<file path="config.mk">
export PLATFORM = sky130hd
export DESIGN_NAME = even_gen_check_flat
export DESIGN_NICKNAME = d
export VERILOG_FILES = /design/src/rtl/even_gen_check_if.sv /design/src/rtl/even_gen_check.sv /design/src/flat_wrapper.sv
export SDC_FILE = /design/constraint.sdc
export NUM_CORES = 1
export LEC_CHECK = 0
export BUFFER_PORTS_ARGS = -buffer_cell sky130_fd_sc_hd__buf_4
export CORE_AREA = 2 2 39 41
export CTS_CLUSTER_SIZE = 24
export DETAILED_ROUTE_END_ITERATION = 8
export DIE_AREA = 0 0 41 43
export PLACE_DENSITY = 0.6
export SETUP_SLACK_MARGIN = 0.15
export SYNTH_ARGS = -nofsm -noshare
export SYNTH_HDL_FRONTEND = slang
export SYNTH_SLANG_ARGS = --single-unit
</file>
<file path="constraint.sdc">
create_clock -name clk -period 1.09 [get_ports clk]
set_clock_uncertainty 0.1 [all_clocks]
set_input_delay 0.109 -clock clk [delete_from_list [all_inputs] [get_ports clk]]
set_output_delay 0.109 -clock clk [all_outputs]
set_load 0.01 [all_outputs]
</file>
<file path="src/rtl/even_gen_check_if.sv">
`default_nettype none
// ============================================================================
// Module : even_gen_check_if
// Brief  : Sample/result bundle between framing logic and the parity block.
// Rev    : 1.0  initial release
// ============================================================================
interface even_gen_check_if #(
  parameter int WIDTH = 8,
  parameter int CNT_W = 16
);
  logic             in_valid;
  logic [WIDTH-1:0] a;
  logic             b;
  logic             err_clr;
  logic             gen;
  logic             check;
  logic             out_valid;
  logic             err_sticky;
  logic [CNT_W-1:0] err_count;

  modport master (
    output in_valid, a, b, err_clr,
    input  gen, check, out_valid, err_sticky, err_count
  );

  modport slave (
    input  in_valid, a, b, err_clr,
    output gen, check, out_valid, err_sticky, err_count
  );
endinterface
`default_nettype wire

</file>
<file path="src/rtl/even_gen_check.sv">
`default_nettype none
// ============================================================================
// Module : even_gen_check
// Brief  : Registered even-parity generator/checker with sticky error flag.
//          Optional saturating error counter: EVEN_GEN_CHECK_ERR_CNT_EN.
// Rev    : 1.0  initial release
// ============================================================================
module even_gen_check #(
  parameter int WIDTH = 8,
  parameter int CNT_W = 16
) (
  input  wire logic        clk,
  input  wire logic        rst,
  even_gen_check_if.slave  bus
);

  logic [WIDTH-1:0] a_w;
  logic             sample_err;
  logic             gen_q, gen_d;
  logic             check_q, check_d;
  logic             out_valid_q, out_valid_d;
  logic             err_sticky_q, err_sticky_d;

  assign a_w        = bus.a;
  // Gated by in_valid so X on idle inputs never reaches any flop.
  assign sample_err = bus.in_valid & (^{a_w, bus.b});

  always_comb begin
    gen_d        = gen_q;
    check_d      = check_q;
    out_valid_d  = 1'b0;
    err_sticky_d = err_sticky_q;
    if (bus.in_valid) begin
      gen_d       = ^a_w;
      check_d     = ^{a_w, bus.b};
      out_valid_d = 1'b1;
    end
    if (sample_err) begin
      err_sticky_d = 1'b1;
    end else if (bus.err_clr) begin
      err_sticky_d = 1'b0;
    end
  end

  always_ff @(posedge clk) begin
    if (rst) begin
      gen_q        <= 1'b0;
      check_q      <= 1'b0;
      out_valid_q  <= 1'b0;
      err_sticky_q <= 1'b0;
    end else begin
      gen_q        <= gen_d;
      check_q      <= check_d;
      out_valid_q  <= out_valid_d;
      err_sticky_q <= err_sticky_d;
    end
  end

  assign bus.gen        = gen_q;
  assign bus.check      = check_q;
  assign bus.out_valid  = out_valid_q;
  assign bus.err_sticky = err_sticky_q;

`ifdef EVEN_GEN_CHECK_ERR_CNT_EN
  logic [CNT_W-1:0] err_count_q, err_count_d;

  always_comb begin
    err_count_d = err_count_q;
    if (bus.err_clr) begin
      err_count_d = sample_err ? {{(CNT_W-1){1'b0}}, 1'b1} : {CNT_W{1'b0}};
    end else if (sample_err && !(&err_count_q)) begin
      err_count_d = err_count_q + {{(CNT_W-1){1'b0}}, 1'b1};
    end
  end

  always_ff @(posedge clk) begin
    if (rst) begin
      err_count_q <= {CNT_W{1'b0}};
    end else begin
      err_count_q <= err_count_d;
    end
  end

  assign bus.err_count = err_count_q;
`else
  assign bus.err_count = {CNT_W{1'b0}};
`endif

endmodule
`default_nettype wire

</file>
<file path="src/flat_wrapper.sv">
// flat-port wrapper written by rule: the top's interface ports become plain ports
module even_gen_check_flat 
#(
  parameter int WIDTH = 8,
  parameter int CNT_W = 16
)
  (clk, rst, bus_in_valid, bus_a, bus_b, bus_err_clr, bus_gen, bus_check, bus_out_valid, bus_err_sticky, bus_err_count);
  even_gen_check_if #(.WIDTH(WIDTH), .CNT_W(CNT_W)) bus_i ();
  input  wire logic clk;
  input  wire logic rst;
  input wire logic [$bits(bus_i.in_valid)-1:0] bus_in_valid;
  input wire logic [$bits(bus_i.a)-1:0] bus_a;
  input wire logic [$bits(bus_i.b)-1:0] bus_b;
  input wire logic [$bits(bus_i.err_clr)-1:0] bus_err_clr;
  output wire logic [$bits(bus_i.gen)-1:0] bus_gen;
  output wire logic [$bits(bus_i.check)-1:0] bus_check;
  output wire logic [$bits(bus_i.out_valid)-1:0] bus_out_valid;
  output wire logic [$bits(bus_i.err_sticky)-1:0] bus_err_sticky;
  output wire logic [$bits(bus_i.err_count)-1:0] bus_err_count;
  assign bus_i.in_valid = bus_in_valid;
  assign bus_i.a = bus_a;
  assign bus_i.b = bus_b;
  assign bus_i.err_clr = bus_err_clr;
  assign bus_gen = bus_i.gen;
  assign bus_check = bus_i.check;
  assign bus_out_valid = bus_i.out_valid;
  assign bus_err_sticky = bus_i.err_sticky;
  assign bus_err_count = bus_i.err_count;
  even_gen_check #(.WIDTH(WIDTH), .CNT_W(CNT_W)) u_core (.clk(clk), .rst(rst), .bus(bus_i));
endmodule
</file>
==> impl_metrics.ini <==
[timing]
hold_ws_ps = -10.7
final.min_clock_period_ps = 984
setup_viol = 0
period_share_pct = 90.3
drv_slew = 0
finalHoldViolCount = 1
clock.fmax_ghz = 1.02
rsz0062_at_grt = yes

[clock_network]
h-tree-depth = 1
clock_latency_ps = 230
cts_buffers = 3
clockBufferDepth = 2
hold_buffers = 3
clkTransAtPathRegs_ps = 30
post_cts_buffers = 0
tritoncts = built
cts_sinks = 4
cts-root-buf = clkbuf_4

[power]
combPwrFrac_pct = 47.1
p_seq_share_pct = 26.5
sw_frac_of_total_pct = 29.2
power.density_nw_per_um2 = 1180
clkPwrFrac_pct = 26.4
p_leak_nw = 0.297
p_sw_mw = 0.197
vdd_ir_drop_max_uv = 391
total_power_mw = 0.674
intPower_mw = 0.477

[worst_setup_path]
crit_fanout = 2
reg2reg_depth = 2
crit_type = input pin to flip-flop
startpoint_type = input pin
crit_required_ps = 1160
crit_path_end_kind = flip-flop
r2r-end = u_core.bus.gen
cp.arrival_ps = 1050
reg2reg_slack_ps = 350
r2r_start = u_core.bus.gen

[detailed_routing]
ant_nets = 0
vias_per_cell = 3.61
drt-initial-drc-count = 1
drt_first_pass_iters = 4
num_vias = 274
post_drt_wl_per_cell_um = 7.14
drc = 0
drt-total-wl_um = 543

[synthesis]
ys_seq_area_share_pct = 23.3
synth_cell_type_count = 12
synthTopCellsByArea = buf_4, dfxtp_1, xnor2_1
synthCells = 38
synthesis.area_um2 = 344
yosys.area.top_type = buf_4
synth_top_area_share_pct = 34.9
synth_seq_cells = 4
ys.warnings.count = 0
syn_avg_cell_area_um2 = 9.05

[layout]
fin_util_pct = 41.4
finalNetCount = 75
seq_area_um2 = 80.1
num_antenna_cells = 0
areaGrowthSynthToFinish_pct = 66.5
drive_gt1_share_pct = 51.7
n_fill_cell = 158
multi_input_area_um2 = 277

[hold_path]
hold_depth = 2
hold_class = input pin to flip-flop
min_to = u_core.bus.gen
hp-start = bus_in_valid

[floorplan]
die_width_um = 41
ios = 33
coreArea_um2 = 1380
die_h_um = 43
initial_utilization_pct = 24.9
dieArea_um2 = 1760
fp-row-count = 14

[grt]
antenna_found_initial = 0
grt_max_degree = 5
grt_pass1_wl_um = 759
grtUsageTotal_pct = 6.85
grt_pass1_vias = 247
grt_overflow_total = 0

[status]
violations = negative hold slack
status = finished, violations left

[placement]
dp_hpwl_um = 438
gp_congestion = 0.558
io_buffers = 16

[flow_run]
max_cap_viol_count = 0
==> cells by family after synthesis <==
group	share of synthesized area (%)
AOI/OAI and AO/OA	8.36
DFF	23.3
buffers and inverters	36.0
other	1.09
xor gates and xnor gates	24.4
and+or+nand+nor	6.91
==> Yosys cell counts (all sizes together) <==
cell    count
a211oi      1
buf        16
conb        1
dfxtp       4
inv         1
nand2       1
nand2b      2
nor2        2
o21ai       1
o22ai       1
xnor2       7
xnor3       1
==> sequential cells by signal, indices dropped and copies added (netlist names) <==
name and cells:
u_core.bus.gen 1, u_core.bus.check 1, u_core.bus.err_sticky 1, u_core.bus.out_valid 1
==> stage by stage <==
step	TNS (ps)	area [um2]	hold WS (ps)	instances	worst slack (ps)
2_1_floorplan	-13.6	434	81.8	53	-13.6
6_report	0	573	-10.7	76	106
4_1_cts	0	571	36.0	77	116
5_1_grt	0	573	-4.45	76	69.9
3_5_place_dp	-424	469	207	71	-181
3_3_place_gp	-399	469	206	71	-174
==> worst max path at each step <==
stage          slack [ps]  depth (start not counted)                     to     start
2_1_floorplan         -10                          4  u_core.bus.err_sticky  bus_a[7]
3_3_place_gp         -170                          5  u_core.bus.err_sticky  bus_a[7]
3_5_place_dp         -180                          5  u_core.bus.err_sticky  bus_a[7]
4_1_cts               120                          5  u_core.bus.err_sticky  bus_a[6]
5_1_grt                70                          5  u_core.bus.err_sticky  bus_a[6]
6_report              110                          5  u_core.bus.err_sticky  bus_a[6]
==> what timing repair did <==
action | 4_1_cts | 5_1_grt
gates cloned | 0 | 0
resized for setup | 8 | 2
pin swaps | 5 | 1
setup endpoints to repair | 2 | 3
hold endpoints to repair | 1 | 1
==> power groups by stage <==
| stage | logic, mW | registers, mW | clock network, mW |
|---|---|---|---|
| 4_1_cts | 0.298 | 0.179 | 0.187 |
| 5_1_grt | 0.338 | 0.181 | 0.190 |
| 2_1_floorplan | 0.191 | 0.190 | 0 |
| 3_5_place_dp | 0.263 | 0.181 | 0 |
| 3_3_place_gp | 0.262 | 0.180 | 0 |
| 6_report | 0.317 | 0.178 | 0.178 |
==> cells in the final DEF, fill, tap and decap left out <==
master | Yosys | layout
nand2_1 | 1 | 1
xnor2_4 | 0 | 2
xnor3_1 | 1 | 1
a211oi_2 | 0 | 1
inv_1 | 1 | 1
buf_6 | 0 | 2
nor2_1 | 2 | 2
buf_4 | 16 | 15
conb_1 | 1 | 16
nand2b_1 | 2 | 2
dfxtp_1 | 4 | 4
o21ai_2 | 1 | 1
o22ai_2 | 1 | 1
buf_8 | 0 | 1
clkbuf_4 | 0 | 3
dlygate4sd3_1 | 0 | 2
xnor2_2 | 0 | 5
==> worst max-delay path, cell delays in order <==
cell and delay (ps):
buf_8 100, xnor2_4 140, xnor2_2 200, xnor3_1 380
o21ai_2 120
==> area by class of cell <==
type	count	share of cell area (%)
Clock buffer	3	3.93
Inverter	1	0.655
Timing Repair Buffer	20	29.7
Tap cell	16	3.49
Multi-Input combinational cell	32	48.3
Sequential cell	4	14.0
==> metal layers <==
metal  wire length (um)  up-vias  GRT usage, %  share of wire [%]
met5                  0        -             0                  0
met4                 15        0          10.0                2.8
met3                 96        2             0                 18
met2                293       25          11.6                 54
met1                138      117          5.21                 25
li1                   -      130             -                  -
(Power assumes the default switching activity.)
